--- src/rtl/alu_op_sequencer.sv ---
// alu_op_sequencer: front-end controller for a shared 16-bit ADD/SUB ALU.
// Runs ADD/SUB in one ALU pass; unsigned MUL and DIV are 16-step loops built on ADD/SUB.
module alu_op_sequencer #(
    parameter int          DATA_W    = 16,
    parameter logic [15:0] DIV0_QUOT = 16'hFFFF
) (
    input  logic              clk,
    input  logic              rst_n,
    input  logic              req_valid,
    output logic              req_ready,
    input  logic [2:0]        req_op,
    input  logic [DATA_W-1:0] req_a,
    input  logic [DATA_W-1:0] req_b,
    output logic              rsp_valid,
    input  logic              rsp_ready,
    output logic [DATA_W-1:0] rsp_result,
    output logic [DATA_W-1:0] rsp_ext,
    output logic [3:0]        rsp_flags,
    output logic              rsp_err,
    output logic [DATA_W-1:0] alu_a,
    output logic [DATA_W-1:0] alu_b,
    output logic [2:0]        alu_opcode,
    input  logic [DATA_W-1:0] alu_out,
    input  logic              alu_z,
    input  logic              alu_n,
    input  logic              alu_c,
    input  logic              alu_o
);
    typedef enum logic [2:0] {IDLE, EXEC, MUL, DIV, DONE} state_t;
    state_t            r_state, w_next;
    logic [DATA_W-1:0] r_a, r_b, r_hi, r_lo;
    logic [2:0]        r_op;
    logic [4:0]        r_cnt;
    logic              w_accept, w_ok, w_last;
    logic [DATA_W:0]   w_sum;
    logic [2*DATA_W:0] w_shift;
    assign w_accept  = req_valid & req_ready;
    assign req_ready = (r_state == IDLE);
    assign rsp_valid = (r_state == DONE);
    assign w_last    = (r_cnt == 5'd16);
    // MUL: r_hi/r_lo hold the partial product; DIV: r_hi is the remainder, r_lo the quotient
    assign w_sum   = r_lo[0] ? {alu_c, alu_out} : {1'b0, r_hi};
    assign w_shift = {w_sum, r_lo} >> 1;
    assign w_ok    = r_hi[DATA_W-1] | ~alu_c;
    always_comb begin
        w_next     = r_state;
        alu_a      = '0;
        alu_b      = '0;
        alu_opcode = 3'b000;
        case (r_state)
            IDLE: if (w_accept) begin
                case (req_op)
                    3'b000, 3'b001: w_next = EXEC;
                    3'b010:         w_next = MUL;
                    3'b011:         w_next = (req_b == '0) ? DONE : DIV;
                    default:        w_next = DONE;
                endcase
            end
            EXEC: begin
                alu_a      = r_a;
                alu_b      = r_b;
                alu_opcode = r_op;
                w_next     = DONE;
            end
            MUL: begin
                alu_a  = r_hi;
                alu_b  = r_b;
                w_next = w_last ? DONE : MUL;
            end
            DIV: begin
                alu_a      = {r_hi[DATA_W-2:0], r_lo[DATA_W-1]};
                alu_b      = r_b;
                alu_opcode = 3'b001;
                w_next     = w_last ? DONE : DIV;
            end
            DONE: w_next = rsp_ready ? IDLE : DONE;
            default: w_next = IDLE;
        endcase
    end
    always_ff @(posedge clk or negedge rst_n) begin
        if (!rst_n) r_state <= IDLE;
        else        r_state <= w_next;
    end
    always_ff @(posedge clk or negedge rst_n) begin
        if (!rst_n) begin
            r_a        <= '0;
            r_b        <= '0;
            r_op       <= '0;
            r_hi       <= '0;
            r_lo       <= '0;
            r_cnt      <= '0;
            rsp_result <= '0;
            rsp_ext    <= '0;
            rsp_flags  <= '0;
            rsp_err    <= 1'b0;
        end else begin
            case (r_state)
                IDLE: if (w_accept) begin
                    r_a   <= req_a;
                    r_b   <= req_b;
                    r_op  <= req_op;
                    r_hi  <= '0;
                    r_lo  <= req_a;
                    r_cnt <= '0;
                    if (req_op == 3'b011 && req_b == '0) begin
                        rsp_result <= DIV0_QUOT;
                        rsp_ext    <= req_a;
                        rsp_flags  <= 4'b0110;
                        rsp_err    <= 1'b1;
                    end else if (req_op[2]) begin
                        rsp_result <= '0;
                        rsp_ext    <= '0;
                        rsp_flags  <= '0;
                        rsp_err    <= 1'b1;
                    end
                end
                EXEC: begin
                    rsp_result <= alu_out;
                    rsp_ext    <= '0;
                    rsp_flags  <= {alu_z, alu_n, alu_c, alu_o};
                    rsp_err    <= 1'b0;
                end
                MUL: if (w_last) begin
                    rsp_result <= r_lo;
                    rsp_ext    <= r_hi;
                    rsp_flags  <= {({r_hi, r_lo} == '0), r_lo[DATA_W-1], {2{r_hi != '0}}};
                    rsp_err    <= 1'b0;
                end else begin
                    {r_hi, r_lo} <= w_shift[2*DATA_W-1:0];
                    r_cnt        <= r_cnt + 5'd1;
                end
                DIV: if (w_last) begin
                    rsp_result <= r_lo;
                    rsp_ext    <= r_hi;
                    rsp_flags  <= {(r_lo == '0), 3'b000};
                    rsp_err    <= 1'b0;
                end else begin
                    r_hi  <= w_ok ? alu_out : alu_a;
                    r_lo  <= {r_lo[DATA_W-2:0], w_ok};
                    r_cnt <= r_cnt + 5'd1;
                end
                default: ;
            endcase
        end
    end
endmodule

--- config.mk ---
export PLATFORM = sky130hd
export DESIGN_NAME = alu_op_sequencer
export DESIGN_NICKNAME = d
export VERILOG_FILES = /design/src/rtl/alu_op_sequencer.sv
export SDC_FILE = /design/constraint.sdc
export NUM_CORES = 1
export LEC_CHECK = 0
export BUFFER_PORTS_ARGS = -buffer_cell sky130_fd_sc_hd__buf_4
export CAP_MARGIN = 30
export CORE_ASPECT_RATIO = 1.1
export CORE_MARGIN = 3
export CORE_UTILIZATION = 45
export CTS_CLUSTER_SIZE = 16
export DETAILED_ROUTE_END_ITERATION = 6
export PLACE_DENSITY = 0.64
export SLEW_MARGIN = 30
export SYNTH_ARGS = -nofsm -noshare
export SYNTH_HDL_FRONTEND = slang
export SYNTH_SLANG_ARGS = --single-unit
export TNS_END_PERCENT = 50
--- constraint.sdc ---
create_clock -name clk -period 2.6 [get_ports clk]
set_clock_uncertainty 0.1 [all_clocks]
set_input_delay 0.52 -clock clk [delete_from_list [all_inputs] [get_ports clk]]
set_output_delay 0.52 -clock clk [all_outputs]
set_load 0.01 [all_outputs]
==> results.sh <==
export IMPL_die_h_um=127
export IMPL_gp_congestion=0.865
export IMPL_antenna_found_initial=0
export IMPL_num_vias=5408
export IMPL_grt_pass1_vias=5261
export IMPL_synthesis_instances=628
export IMPL_min_period_ns=2.45
export IMPL_dpl_hpwl_um=13200
export IMPL_multiInputGateArea_um2=2930
export IMPL_cp_num_buf_inv=2
export IMPL_fillCellCount=1187
export IMPL_io_pin_count=133
export IMPL_arrival_ns=1.83
export IMPL_setup_ws_ns=0.150
export IMPL_routedWlPerCell_um=20.1
export IMPL_viasPerCell=5.94
export IMPL_finalHoldViolCount=0
export IMPL_seqCellArea_um2=2800
export IMPL_rsz0062_at_grt="no"
export IMPL_synthTopCellsByCount="nand2_1, dfrtp_1, nor2_1, mux2_2, a21oi_1"
export IMPL_synth_edf_count=0
export IMPL_cts_root_buf="clkbuf_16"
export IMPL_r2r_slack_ns=0.26
export IMPL_worstMarginPinSlew_ns=0.691
export IMPL_p_per_area_nw_per_um2=1070
export IMPL_synth_fp_nets=689
export IMPL_core_um2=12800
export IMPL_power_mw=8.02
export IMPL_cp_slowest_cell="dfrtp_2"
export IMPL_yosysWarnings=0
export IMPL_cts_buffers=9
export IMPL_slew_headroom=0.528
export IMPL_worstPathCellList="buf_12 -> mux2_2 -> a22oi_1 -> nor2_1 -> buf_4"
export IMPL_clk_latency_ns=0.35
export IMPL_cts_path_max_buffers=2
export IMPL_cts_htree_levels=3
export IMPL_fin_crit_sh=0.942
export IMPL_portBuffers=132
export IMPL_die_w_um=116
export IMPL_totalWireLength_um=18300
export IMPL_met1_usage=0.341
export IMPL_use_met2=0.393
export IMPL_synthTopCellsByArea="dfrtp_1, mux2_2, nand2_1"
export IMPL_setup_violations_final=0
export IMPL_tns_ns=0
export IMPL_netlist_area_um2=5980
export IMPL_path_max_fanout=34
export IMPL_dp_slack_ns=0.0517
export IMPL_synth_main_ff_cell="dfrtp_1"
export IMPL_first_iter_violations=522
export IMPL_yosys_area_top_type="dfrtp_1"
export IMPL_cpPeakStageDelay_ns=0.44
export IMPL_layout_nets=811
export IMPL_initial_core_util=0.467
export IMPL_netlist_area_leader_share=0.468
export IMPL_cp_required_ns=1.98
export IMPL_gr_total_overflow=0
export IMPL_grt_pass1_wl_um=28900
export IMPL_synth_seq_cells=112
export IMPL_yosysSeqAreaShare=0.468
export IMPL_syn_avg_cell_area_um2=9.53
export IMPL_status="complete, no violations"
export IMPL_die_area_um2=14700
export IMPL_drv_cap=0
export IMPL_ys_types=48
export IMPL_hold_buffers=0
export IMPL_critical_path_class="flip-flop to output port"
export IMPL_hold_ws_ns=0.0622
export IMPL_synth_most_common_cell="nand2_1"
export IMPL_clk_pin_slew_ns=0.07
export IMPL_areaGrowthSynthToFinish_pct=25.0
export IMPL_fmax_mhz=408
export IMPL_cp_start_kind="flip-flop"
export IMPL_crit_path_end_kind="output port"
export IMPL_crit_family="flip-flops"
export IMPL_num_antenna_cells=0
export IMPL_cts_tree="yes"
export IMPL_num_rows=43
export IMPL_async_reset_ff_frac=1.00
export IMPL_peakVddDrop_mv=0.492
export IMPL_p_leak_nw=3.52
export IMPL_firstDrtPassIters=6
export IMPL_drt_antenna_violating_nets=0
export IMPL_cts_sinks=112
export IMPL_drv_slew=0
export IMPL_grt_max_degree=44
export IMPL_grtUsageMet3=0.0444
export IMPL_drc=0
export IMPL_drive_gt1_frac=0.301
export IMPL_hp_class="input pin to asynchronous set/reset pin"
export IMPL_busiest_layer="met2"
export IMPL_grt_usage=0.253
-- metrics by stage --
stage	area (µm²)	utilization	cells
detailed placement	7190	0.562	896
global placement	7190	0.562	896
finish	7480	0.584	911
CTS	7480	0.584	911
global route	7480	0.584	911
floorplan	5980	-	628
-- cell families (layout without fill, tap and decap cells) --
kind of cell / count (synthesis) / in the layout / synth area share
and+or+nand+nor: 244 / 244 / 0.183
AOI/OAI and AO/OA: 149 / 149 / 0.182
DFF: 112 / 112 / 0.468
muxes: 63 / 63 / 0.115
buffers and inverters: 55 / 181 / 0.0431
xor gates and xnor gates: 3 / 3 / 0.00439
adders and majority gates: 2 / 2 / 0.00418
-- worst reg2reg max path, stage by stage, from the launching register on --
cell	delay [ns]
dfrtp_1	0.42
inv_1	0.07
ha_1	0.20
nand4bb_4	0.14
and2_4	0.20
nor3_1	0.28
and2_1	0.23
buf_12	0.20
mux2_2	0.37
-- sequential cells by signal, summed over array words and instances, names as in the netlist, 3 cells and up --
signal	cells
r_hi	16
r_lo	16
r_state	3
r_a	16
r_b	16
r_op	3
r_cnt	5
rsp_ext	16
rsp_result	16
rsp_flags	4
-- path summary, 6_finish.rpt --
check	depth (start not counted)	end	from
min in group clk	3	r_b[15]	req_b[15]
min reg2reg	2	r_op[2]	r_op[2]
min	1	r_lo[9]	rst_n
max in group asynchronous	2	r_state[0]	rst_n
max reg2reg	8	rsp_ext[4]	r_cnt[0]
max	5	alu_a[4]	r_state[0]
-- report_power, final --
group          total [mW]  leakage (nW)  internal (mW)  switching, mW
clock network        1.37         0.142          0.726          0.639
registers            3.24          1.39           2.50          0.739
logic                3.42          1.98           1.65           1.77
-- placed cells by master, fill, tap and decap left out, types with 2 or more instances in the layout --
master / instances
mux2i_1: 16
a31oi_1: 2
buf_12: 4
nand2b_1: 2
inv_1: 7
a22o_1: 16
dfrtp_1: 111
ha_1: 2
nor3_1: 9
a2bb2oi_1: 2
nor2_1: 61
o21a_1: 16
o21ai_0: 10
nor4_1: 11
nand2_1: 123
a21oi_1: 45
o211ai_1: 2
buf_4: 155
nand4_1: 5
mux2_2: 46
and2_1: 21
a22oi_1: 16
a222oi_1: 15
clkbuf_8: 3
a221o_1: 16
nand3_1: 2
clkbuf_16: 9
xor2_1: 3
-- routing by layer --
metal	routed length [µm]	share of wire
met1	7640	0.42
met2	8500	0.46
met3	1410	0.077
met4	789	0.043
met5	0	0
-- layout make-up --
class | count | share of cell area
inverters | 7 | 0.00351
multi-input cells | 461 | 0.391
flip-flops and latches | 112 | 0.375
clock inverters | 2 | 0.00184
repair buffers | 159 | 0.166
clock buffers | 13 | 0.0361
well taps | 157 | 0.0263
-- repair_timing --
item	in CTS	in global routing
resized for setup	0	1
endpoints found under the setup margin	0	2
setup buffers	0	0
Power figures use the tool's default switching activity.
